[src/rtl/coupling_weight_loader_pkg.sv]
// coupling_weight_loader_pkg
//   Shared definitions for the coupling weight loader and its slot registers:
//   the loader FSM state encoding and the neutral-weight helper.
package coupling_weight_loader_pkg;

  // Loader FSM states; the encodings are fixed because other array blocks
  // decode them.
  typedef enum logic {
    IDLE  = 1'b0,
    CLEAR = 1'b1
  } state_t;

  // Neutral (zero-coupling) weight code for a cell with num_weights codes.
  function automatic int default_w(input int num_weights);
    return (num_weights - 1) / 2;
  endfunction

endpackage

[src/rtl/coupling_weight_loader_weight_slot.sv]
// weight_slot
//   One coupling weight register. It resets asynchronously to the neutral
//   code and can be cleared to the neutral code synchronously.
//   Ports:
//     clk  in   clock
//     rst  in   asynchronous active-high reset
//     we   in   load d on the next edge
//     clr  in   load the neutral code on the next edge (wins over we)
//     d    in   WW-bit weight code
//     q    out  WW-bit stored weight code
module weight_slot
  import coupling_weight_loader_pkg::*;
#(
  parameter int NUM_WEIGHTS = 5,
  parameter int WW          = $clog2(NUM_WEIGHTS)
) (
  input  logic          clk,
  input  logic          rst,
  input  logic          we,
  input  logic          clr,
  input  logic [WW-1:0] d,
  output logic [WW-1:0] q
);

  localparam logic [WW-1:0] DEF = WW'(default_w(NUM_WEIGHTS));

  // Clear has priority so a sweep always leaves the slot neutral.
  always_ff @(posedge clk or posedge rst) begin
    if (rst) begin
      q <= DEF;
    end else if (clr) begin
      q <= DEF;
    end else if (we) begin
      q <= d;
    end
  end

endmodule

[src/rtl/coupling_weight_loader.sv]
// coupling_weight_loader
//   Writes the coupling weights of an N x N coupled-RO array over a
//   valid/ready interface while keeping the matrix symmetric, offers a clear
//   sweep back to the neutral code, and freezes the matrix while the array
//   anneals.
//   Ports:
//     clk          in   clock
//     rst          in   asynchronous active-high reset
//     run          in   array annealing; blocks writes and clear start
//     wr_valid     in   write request
//     wr_ready     out  write accepted on an edge with wr_valid && wr_ready
//     wr_row       in   AW-bit row index
//     wr_col       in   AW-bit column index
//     wr_weight    in   WW-bit weight code
//     clr_start    in   pulse: reset every slot to the neutral code
//     busy         out  clear sweep in progress
//     err          out  one-cycle pulse after an illegal accepted write
//     wr_count     out  count of accepted legal writes (wraps)
//     weights_out  out  slot [r][c] at bits [(r*N+c)*WW +: WW]
module coupling_weight_loader
  import coupling_weight_loader_pkg::*;
#(
  parameter  int N           = 4,
  parameter  int NUM_WEIGHTS = 5,
  localparam int WW          = $clog2(NUM_WEIGHTS),
  localparam int AW          = $clog2(N)
) (
  input  logic              clk,
  input  logic              rst,
  input  logic              run,
  input  logic              wr_valid,
  output logic              wr_ready,
  input  logic [AW-1:0]     wr_row,
  input  logic [AW-1:0]     wr_col,
  input  logic [WW-1:0]     wr_weight,
  input  logic              clr_start,
  output logic              busy,
  output logic              err,
  output logic [15:0]       wr_count,
  output logic [N*N*WW-1:0] weights_out
);

  localparam logic [WW:0]   NW_LIMIT = NUM_WEIGHTS[WW:0];
  localparam logic [AW:0]   N_LIMIT  = N[AW:0];
  localparam logic [AW-1:0] LAST_ROW = AW'(N - 1);

  state_t        state;
  logic [AW-1:0] row_ptr;
  logic          wr_accept;
  logic          wr_legal;
  logic          wr_apply;

  // A clear request in the same cycle takes priority over a write.
  assign wr_ready  = (state == IDLE) && !run && !clr_start && !rst;
  assign wr_accept = wr_valid && wr_ready;

  // Out-of-range codes, out-of-range indices and self-coupling are refused.
  assign wr_legal = ({1'b0, wr_weight} < NW_LIMIT) &&
                    ({1'b0, wr_row} < N_LIMIT) &&
                    ({1'b0, wr_col} < N_LIMIT) &&
                    (wr_row != wr_col);
  assign wr_apply = wr_accept && wr_legal;

  // Clear sweep FSM plus the error pulse and the accepted-write counter.
  always_ff @(posedge clk or posedge rst) begin
    if (rst) begin
      state    <= IDLE;
      row_ptr  <= '0;
      busy     <= 1'b0;
      err      <= 1'b0;
      wr_count <= '0;
    end else begin
      err <= wr_accept && !wr_legal;
      if (wr_apply) begin
        wr_count <= wr_count + 16'd1;
      end
      case (state)
        IDLE: begin
          if (clr_start && !run) begin
            state   <= CLEAR;
            row_ptr <= '0;
            busy    <= 1'b1;
          end
        end
        CLEAR: begin
          row_ptr <= row_ptr + 1'b1;
          if (row_ptr == LAST_ROW) begin
            state <= IDLE;
            busy  <= 1'b0;
          end
        end
        default: begin
          state <= IDLE;
          busy  <= 1'b0;
        end
      endcase
    end
  end

  // One register per slot; a write hits both [r][c] and [c][r], and a sweep
  // step clears the whole row and column row_ptr.
  for (genvar r = 0; r < N; r++) begin : g_row
    for (genvar c = 0; c < N; c++) begin : g_col
      localparam logic [AW-1:0] RI = AW'(r);
      localparam logic [AW-1:0] CI = AW'(c);
      logic          slot_we;
      logic          slot_clr;
      logic [WW-1:0] slot_q;

      assign slot_we  = wr_apply &&
                        ((wr_row == RI && wr_col == CI) ||
                         (wr_row == CI && wr_col == RI));
      assign slot_clr = (state == CLEAR) && (row_ptr == RI || row_ptr == CI);

      weight_slot #(
        .NUM_WEIGHTS (NUM_WEIGHTS),
        .WW          (WW)
      ) u_slot (
        .clk (clk),
        .rst (rst),
        .we  (slot_we),
        .clr (slot_clr),
        .d   (wr_weight),
        .q   (slot_q)
      );

      assign weights_out[(r*N+c)*WW +: WW] = slot_q;
    end
  end

endmodule

[config.mk]
export PLATFORM = sky130hd
export DESIGN_NAME = coupling_weight_loader
export DESIGN_NICKNAME = d
export VERILOG_FILES = /design/src/rtl/coupling_weight_loader_pkg.sv /design/src/rtl/coupling_weight_loader_weight_slot.sv /design/src/rtl/coupling_weight_loader.sv
export SDC_FILE = /design/constraint.sdc
export NUM_CORES = 1
export LEC_CHECK = 0
export CAP_MARGIN = 25
export CORE_ASPECT_RATIO = 1.4
export CORE_MARGIN = 4
export CORE_UTILIZATION = 40
export CTS_CLUSTER_DIAMETER = 120
export DETAILED_ROUTE_END_ITERATION = 12
export GPL_ROUTABILITY_DRIVEN = 1
export PLACE_DENSITY = 0.71
export SLEW_MARGIN = 10
export SYNTH_ARGS = -nofsm -noshare
export SYNTH_HDL_FRONTEND = slang
export SYNTH_SLANG_ARGS = --single-unit
export TNS_END_PERCENT = 30
[constraint.sdc]
create_clock -name clk -period 2.4 [get_ports clk]
set_input_delay 0.6 -clock clk [delete_from_list [all_inputs] [get_ports clk]]
set_output_delay 0.6 -clock clk [all_outputs]
set_load 0.05 [all_outputs]
# [After elaboration in Yosys (flattened, before gate mapping)]
# Index checks and enable logic that the tools add are counted.
[totals] reg_bits=51 out_inout_bits=67 in_bits=12 wordCells=133
[classes] addsub=2 n_lt_le_gt_ge=1 muxes=28 bitwise=1 reduce_logical=74 n_eq_ne=12
[ops] operator="$mux W3" count=20
[ops] operator="$logic_and A1 B1 Y1" count=44
[ops] operator="$reduce_bool A2 Y1" count=10
[ops] operator="$add A16 B1 Y16 const B" count=1
[ops] operator="$eq A2 B2 Y1 const B" count=6
[ops] operator="$logic_or A1 B1 Y1" count=12
[ops] operator="$eq A2 B1 Y1 const B" count=3
[ops] operator="$logic_not A2 Y1" count=3
[ops] operator="$logic_not A1 Y1" count=4
[ops] operator="$mux W1" count=4
[ops] operator="$ne A2 B1 Y1 const B" count=2
[ops] operator="$pmux W1 S2" count=2
[ops] operator="$pmux W2 S2" count=1
[ops] operator="$lt A3 B3 Y1 const B" count=1
[ops] operator="$add A2 B1 Y2 const B" count=1
[ops] operator="$mux W2" count=1
[ops] operator="$ne A2 B2 Y1" count=1
[ops] operator="$reduce_and A2 Y1" count=1
[ops] operator="$not A1 Y1" count=1

# [Longest topological paths before layout]
[logic_depth] depth_word=9 depth_mapped=6 mapped_depth_nobuf=5

# [Modules after synthesis]
# A second synthesis with hierarchy kept.
[unflattened] hier_cells=281 hier_area_um2=3155.5
[by_module_without_submodules] mod="weight_slot" seq_area_each_um2=76.3 cells_each=10 instances=16 area_per_inst_um2=122.6
[by_module_without_submodules] mod="coupling_weight_loader" seq_area_each_um2=525.5 cells_each=121 instances=1 area_per_inst_um2=1193.6

# [Least setup slack after synthesis]
# OpenSTA, ideal clock, no wires.
[synth_path] kind="flip-flop to flip-flop" from="register wr_count[0]" to="register wr_count[12]" path_buffers=0 setup_ns=0.082 arrival_time_ns=1.817 required_ns=2.318 slack_ns=0.501 synth_period_minus_slack_ns=1.899 path_stages_with_launch=6 cell_sequence="dfrtp_1 -> ha_1 -> nand3_1 -> or4_1 -> nor3_1 -> xor2_1"
[synth_between] elab_chain_cells=1
[synth_rtl] item="start: declaration" line_no="coupling_weight_loader.sv:39" rtl="output logic [15:0] wr_count,"
[synth_rtl] item="start signal: assignment" line_no="coupling_weight_loader.sv:75" rtl="wr_count <= wr_count + 16'd1;"
[synth_rtl] item="$add A16 B1 Y16" line_no="coupling_weight_loader.sv:75"
# Every way passes these cells.
# A chain may end at the register's enable or synchronous reset.

# [Worst setup path in the final report]
[layout_path] from="input port run" to="output port wr_ready"
[layout_between] elab_chain_cells=4
[layout_rtl] item="start: declaration" line_no="coupling_weight_loader.sv:30" rtl="input logic run,"
[layout_rtl] item="$logic_not A1 Y1" line_no="coupling_weight_loader.sv:54" rtl="assign wr_ready = (state == IDLE) && !run && !clr_start && !rst;"
[layout_rtl] item="$logic_and A1 B1 Y1 (3 in a row)" line_no="coupling_weight_loader.sv:54"
[layout_rtl] item="end: declaration" line_no="coupling_weight_loader.sv:32" rtl="output logic wr_ready,"
# Every way passes these cells.

==> run summary <==
TritonCTS Buffers - 5
post-synthesis xor/xnor area fraction - 6.25%
Mapped Cells - 230
# Post-CTS Setup Buffers - 0
crit end category - output port
final-stage net count - 321
WL final - 5.81 mm
global-route wire length before repair - 9.52 mm
class of the worst hold path - flop to flop
Clock Latency Late Sink - 0.30 ns
gr usage total - 16.3%
pwr dens - 693 mW/mm^2
# rows - 33
Layout area overhead - 38.0%
min-delay src - g_row[3].g_col[3].u_slot.q[0]
R2R setup slack - 0.64 ns
WS Path Type - input port to output port
FF-to-FF path depth - 5
WP data arrival - 1.70 ns
reg2reg start - state
Worst Hold Path Cells - 1
CTS HTree Levels - 2
post-synthesis register bit count - 51
hold slack - 0.490 ns
vias in the first global route - 2083
Remaining Overflow, GRT - 0
CTS Hold Bufs - 0
cell area after synthesis - 0.00250 sq mm
Synth area leader - dfrtp_1
CP max FO - 11
IO buf count - 78
Mean Syn Cell Area - 10.9 sq um
fraction of synthesized area in multiplexers - 6.55%
Worst Path Required - 1.80 ns
vias per inst - 5.16
post-synthesis cell type count - 41
Cells after DPL - 367
I/O pin count - 79
Clock transition at path regs - 0.09 ns
max_slew headroom - 65.6%
drc violations - 0
Worst Setup Start Kind - input port
Die Wd - 74.9 microns
ys flop type - dfrtp_1
largest family of logic cells by synthesized area - simple AND/OR/NAND/NOR gates
Slew Limit Fails - 0
asr flop ratio synth - 100%
Max Clk Rate - 436 MHz
core area - 0.00599 sq mm
adder-cell share of the synthesized area - 2.50%
die area - 0.00761 sq mm
CTS tree - yes
Post-Synth Simple-Gate Area - 18.8%
Final Hold Vio Count - 0
worst vdd ir - 0.000423 V
hpwl dp - 4.40 mm
initial DRC count - 119
share of Yosys cell area claimed by the top area cell type - 41.0%
Finished Layout Cells - 375
minimum clock period after layout - 2.30 ns
Commonest cells post-synth - 41 x dfrtp_1, 19 x buf_4, 14 x nand2_1, 14 x nor2_1, 13 x mux2i_1
initial antenna violation count - 0
placer congestion estimate - 0.791
ANT nets after route - 0
unrepaired setup endpoints after global routing - false
Leak Pwr - 1.51 nW
WL per Instance - 15.5 microns
Initial Utilization - 41.8%
sequential area share after synthesis - 51.5%
TritonRoute pass-1 iters - 4
top post-synthesis cells by area - dfrtp_1 41%, dfstp_2 10%, buf_4 5.7%
layout cell share with drive strength beyond 1 - 13.4%
largest net degree at the start of global routing - 36
die height - 102 microns
Max clock buf depth - 2
Synthesis Warnings - 0
Finish-stage setup viols - 0
cts repair resizes - 0
total power - 2.39 mW
Ant. Diodes - 0
Synth Area in Compound Gates - 6.30%
final worst path period share - 95.6%
Root Buffer - clkbuf_8
most numerous cell in the Yosys netlist - dfrtp_1
slack of the critical path - 0.105 ns
maxcap violations - 0
post-synth net total - 247
clk_skew - 0.0126 ns
pre-CTS setup slack - -0.0246 ns
Hold Path Sink - g_row[3].g_col[3].u_slot.q[0]
via count - 1936
outcome - finished, final reports clean
number of enable flip-flop cells after synthesis - 0
Fin Setup TNS - 0 ns
Reg-to-Reg End - g_row[3].g_col[2].u_slot.q[1]
Worst-Margin Slew - 0.515 ns
Sink Count - 51
## layout make-up
class | count | area (sq um)
Timing Repair Buffer | 90 | 891
Multi-Input combinational cell | 144 | 1010
Fill cell | 517 | 2530
Clock inverter | 2 | 60.1
Inverter | 12 | 45.0
Clock buffer | 6 | 72.6
Tap cell | 70 | 87.6
Sequential cell | 51 | 1290
## how the worst max path moves through the flow
stage	startpoint	to	cells after the start
2_1_floorplan	wr_count[0]	wr_count[12]	5
3_3_place_gp	wr_col[0]	wr_count[13]	6
3_5_place_dp	wr_col[0]	g_row[3].g_col[2].u_slot.q[1]	5
4_1_cts	run	wr_ready	4
5_1_grt	run	wr_ready	4
6_report	run	wr_ready	4
## per-stage QoR
step	area, sq um	utilization, %
4_1_cts	3460	57.7
5_1_grt	3460	57.7
3_5_place_dp	3320	55.5
2_1_floorplan	2500	-
3_3_place_gp	3320	55.5
6_report	3460	57.7
## metal layers
layer  vias up  routed length (microns)  track usage [%]
met3        14                      355             3.48
li1        916                        -                -
met5         -                        0                0
met1       927                     2350             19.3
met2        79                     2920             27.9
met4         0                      175             6.85
## kinds of logic (layout without fill, tap and decap cells)
kind of cell / after synthesis / count (layout)
simple gates: 83 / 83
flops: 51 / 51
compound gates: 23 / 23
buf+inv: 35 / 110
mux: 16 / 16
xor+xnor: 17 / 17
fa+ha+maj: 5 / 5
## report_power, final
group          switching (mW)  leakage, nW  total, mW  internal, mW
combinational           0.439        0.800      0.701         0.262
clock                   0.279       0.0654      0.696         0.417
sequential             0.0721        0.645      0.996         0.924
total                   0.790         1.51       2.39          1.60
## worst max-delay path, cell delays in order
cell and delay [ns]:
clkdlybuf4s50_1 0.43, nor4_2 0.26, buf_4 0.24, buf_12 0.15
## cell usage in the layout (no fill, tap or decap), drive strengths merged, types with 6 or more instances in the layout
cell | synthesis | routed
mux2i | 13 | 13
nor2 | 14 | 14
nand2 | 14 | 14
dfstp | 10 | 10
o21ai | 8 | 8
clkdlybuf4s50 | 0 | 76
nor3 | 6 | 6
buf | 20 | 14
inv | 12 | 12
nand3 | 10 | 10
xnor2 | 6 | 6
xor2 | 11 | 11
clkbuf | 3 | 6
dfrtp | 41 | 41
and2 | 8 | 8
## sequential cells by signal, indices dropped and copies added, names as in the netlist
| signal | cells |
|---|---|
| busy | 1 |
| err | 1 |
| g_row.g_col.u_slot.q | 30 |
| row_ptr | 2 |
| state | 1 |
| wr_count | 16 |
Power figures use the tool's default switching activity.
==> RTL edit 1: new RTL, same settings <==
The output `err` loses its register stage (`err` becomes a continuous assignment). Comments in the files are not updated.
--- a/src/rtl/coupling_weight_loader.sv
+++ b/src/rtl/coupling_weight_loader.sv
@@ -69,6 +69,4 @@
       busy     <= 1'b0;
-      err      <= 1'b0;
       wr_count <= '0;
     end else begin
-      err <= wr_accept && !wr_legal;
       if (wr_apply) begin
@@ -98,2 +96,4 @@
   end
+
+  assign err = wr_accept && !wr_legal;
 
Function: changed (a bounded check fails within 4 cycles, from zero or initial values and one cycle with rst high).
==> RTL edit 1 against the unedited design <==
- power is 6.0% lower
- combinational power is 12% higher
- wire length shrank 1.1%
- worst setup slack got worse by 0.036 ns
- sequential cell count down 1
- final area is 3.2% higher
- synthesized area is 1.0% higher
- clock skew down 0.0073 ns
- die area rose by 0.90%
- highest routed layer unchanged
==> RTL edit 1: results (changes against the unedited design) <==
* Status: complete, no violations
* Crit path max fanout at 3 (-8)
* CP peak stage delay at 0.56 ns (+0.13 ns)
* Avg Vias per Cell at 5.16 (about the same)
* Critical Path Slowest Stage Cell: or4_4
* Nets at 338 (+5.3%)
* Largest net degree at the start of global routing at 32 (-11%)
* Vias in the first global route at 1978 (-5.0%)
* Non-Filler Instances at 394 (+5.1%)
* Fillers at 535 (+3.5%)
* Final GP Congestion at 0.847 (+7.1%)
* Mean Syn Cell Area at 10.7 sq um (-1.6%)
* Worst r2r dst: wr_count[1]
* Worst Skew at 0.00530 ns (-0.00733 ns)
* Peak VDD IR at 0.000330 V (-22%)
* Share of layout cells above drive strength 1 at 18.0% (+4.6 points)
* Synth cell count leaders: dfrtp_1 (40), buf_4 (18), nand2_1 (14), xnor2_1 (12), o21ai_0 (11)
* Cell variety after synth at 45 (+9.8%)
* Synthesized Nets at 253 (+2.4%)
* DPL Wire Length at 4.38 mm (-0.42%)
* GRT Total Usage at 15.8% (-0.43 points)
* Pre-CTS WS at -0.202 ns (-0.177 ns)
* WHS Endpoint: wr_count[15]
* First-pass GRT wire length at 9.42 mm (-1.1%)
* Hold Path Origin: wr_count[15]
* Static Leak at 0.00156 uW (+3.2%)
* Register area share after synthesis at 50.0% (-1.5 points)
* Register-to-register setup slack at 0.46 ns (-0.18 ns)
* Initial DRC Count at 137 (+15%)
## RTL edit 1: changes by cell type after synthesis, sizes merged, moves of 2 or more
cell   unedited run  this run
a21oi             4         8
inv              12        10
mux2i            13         7
nand4             5         8
nor2             14        10
o21ai             8        11
or3               0         2
xnor2             6        12
xor2             11         7
## RTL edit 1: layout make-up
| class | count | area share (%) |
|---|---|---|
| flip-flops and latches | 50 | 35.5 |
| multi-input cells | 151 | 30.3 |
| clock inverters | 1 | 0.140 |
| repair buffers | 103 | 28.1 |
| well taps | 72 | 2.53 |
| clock buffers | 7 | 2.42 |
| inverters | 10 | 1.05 |
## RTL edit 1: routing by layer
metal  track usage [%]  vias up  wire length (microns)
met2              25.8       51                   2890
li1                  -      976                      -
met5                 0        -                      0
met3              3.15        8                    299
met4              5.25        0                     72
met1              21.0      999                   2480
## RTL edit 1: kinds of logic (layout without fill, tap and decap cells)
logic type / count (synthesis) / in the layout / share of synthesized area [%]
XOR/XNOR: 19 / 19 / 6.58
AO/OA/AOI/OAI: 31 / 31 / 8.51
buffers and inverters: 35 / 121 / 8.46
adder cells (fa/ha/maj): 5 / 5 / 2.47
multiplexers: 10 / 10 / 4.26
AND/OR/NAND/NOR: 86 / 86 / 19.7
flip-flops: 50 / 50 / 50.0
## RTL edit 1: per-stage QoR
step | area, sq um | util, % | setup TNS, ns | hold slack (ns) | total power (uW)
5_1_grt | 3560 | 57.8 | 0 | 0.505 | 2370
3_3_place_gp | 3450 | 56.0 | -2.77 | 0.459 | 1740
6_report | 3560 | 57.8 | 0 | 0.483 | 2250
2_1_floorplan | 2540 | - | 0 | 0.516 | 1500
3_5_place_dp | 3450 | 56.0 | -3.17 | 0.465 | 1760
4_1_cts | 3560 | 57.7 | 0 | 0.481 | 2280
## RTL edit 1: worst max path at each step
stage                      start           to  slack (ns)  cells past startpoint
floorplan              wr_row[0]          err        0.09                      4
global placement             run          err       -0.20                      4
detailed placement           run  wr_count[1]       -0.20                      6
CTS                 wr_weight[1]          err        0.02                      5
global route                 run          err       0.003                      4
finish                       run          err        0.07                      4
## RTL edit 1: worst max-delay path: cells and delay by family
kind,cells,cell delay (ns)
buf+inv,2,0.34
simple gates,2,0.79
## RTL edit 1: report_power, final
group / total [uW] / internal (uW) / leakage, uW / switching [uW]
registers: 956 / 907 / 0.000646 / 48.6
clock network: 508 / 233 / 0.0000482 / 275
logic: 786 / 300 / 0.000864 / 486
## RTL edit 1: repair_timing
item	4_1_cts	5_1_grt
hold endpoints to repair	0	0
setup endpoints to repair	2	1
resized for setup	7	3
pin swaps	3	3
hold buffers	0	0
==> RTL edit 2: new RTL, config.mk and constraints unchanged <==
Made on the original files. `NUM_WEIGHTS` is set to 5 in 2 places; all go to 4.
--- a/src/rtl/coupling_weight_loader_weight_slot.sv
+++ b/src/rtl/coupling_weight_loader_weight_slot.sv
@@ -13,3 +13,3 @@
 #(
-  parameter int NUM_WEIGHTS = 5,
+  parameter int NUM_WEIGHTS = 4,
   parameter int WW          = $clog2(NUM_WEIGHTS)
--- a/src/rtl/coupling_weight_loader.sv
+++ b/src/rtl/coupling_weight_loader.sv
@@ -23,3 +23,3 @@
   parameter  int N           = 4,
-  parameter  int NUM_WEIGHTS = 5,
+  parameter  int NUM_WEIGHTS = 4,
   localparam int WW          = $clog2(NUM_WEIGHTS),
Ports: changed (resized weights_out and wr_weight); port bits go from 79 to 62. No check against the original RTL was run, so the function may have changed too.
==> RTL edit 2 against the unedited design <==
- final area decreased by 19%
- core utilization rose by 0.11 points
- final cell count shrank 17%
- sequential share of layout area decreased by 0.21 points
- wire length shrank 25%
- sequential cell count decreased by 10
- worst setup slack worse by 0.072 ns
- critical path type unchanged
- synthesized area down 21%
- power down 21%
- critical endpoint unchanged
- register-to-register slack worse by 0.19 ns
==> RTL edit 2: results (changes against the unedited design) <==
* Status: complete, no violations
* First-pass GRT wire length at 7.18 mm (-25%)
* Share of layout cells above drive strength 1 at 18.1% (+4.6 points)
* Peak VDD IR at 0.000421 V (-0.58%)
* Non-Filler Instances at 313 (-17%)
* Synth area leaders: dfrtp_1 (39%), dfstp_2 (13%), xnor2_1 (6.2%)
* DR WL/cell at 13.9 microns (-10%)
* Mux cell area share after synthesis at 5.92% (-0.63 points)
* Register-to-register setup slack at 0.45 ns (-0.19 ns)
* Crit path max fanout at 3 (-8)
* Static Leak at 0.00125 uW (-17%)
* Post-synthesis xor/xnor area fraction at 7.49% (+1.2 points)
* Critical Path Source: clr_start
* WHS Endpoint: wr_count[15]
* Adder-cell share of the synthesized area at 3.15% (+0.65 points)
* GRT Total Usage at 15.0% (-1.2 points)
* Worst r2r dst: g_row[2].g_col[3].u_slot.q[0]
* Post-synthesis cell count at 177 (-23%)
* Slew @ Worst Pin at 0.528 ns (+0.0128 ns)
* Root Driver: clkbuf_8
* Largest registers: g_row.g_col.u_slot.q: 20 flops, wr_count: 16 flops, row_ptr: 2 flops
* Final GP Congestion at 0.801 (+1.4%)
* Nets at 264 (-18%)
* Hold Path Origin: wr_count[15]
* Post-CTS Setup Repair Bufs at 1 (+1)
* Vias in the first global route at 1545 (-26%)
* Pre-CTS WS at -0.139 ns (-0.114 ns)
* Placed Area at 2700 sq um (-19%)
* Ys Warns at 0 (unchanged)
* Largest net degree at the start of global routing at 30 (-17%)
* Post-route setup slack at 0.0330 ns (-0.0717 ns)
* Data arrival time of the critical path at 1.77 ns (+0.07 ns)
* Synthesized Nets at 193 (-22%)
* R2r worst-path depth at 6 (+1)
* Cell variety after synth at 34 (-17%)
* Worst Skew at 0.00461 ns (-0.00803 ns)
* Avg Vias per Cell at 4.90 (-5.0%)
[RTL edit 2: cell type report]
| type | count | area [sq um] | area share (%) |
|---|---|---|---|
| multi-input cells | 113 | 806 | 28.8 |
| repair buffers | 78 | 751 | 26.8 |
| clock buffers | 5 | 68.8 | 2.46 |
| flip-flops and latches | 41 | 1040 | 37.1 |
| inverters | 9 | 38.8 | 1.39 |
| well taps | 64 | 80.1 | 2.86 |
| clock inverters | 3 | 17.5 | 0.626 |
[RTL edit 2: where the power goes]
| group | internal (uW) | switching (uW) | total [uW] |
|---|---|---|---|
| Clock | 201 | 239 | 439 |
| Sequential | 760 | 61.9 | 822 |
| Combinational | 224 | 409 | 633 |
| Total | 1180 | 709 | 1890 |
[RTL edit 2: routing by layer]
layer	vias up	track usage, %	routed length, microns
met5	-	0	0
met4	0	6.43	92
met3	8	3.34	176
met2	37	25.0	2260
met1	748	18.1	1830
li1	742	-	-
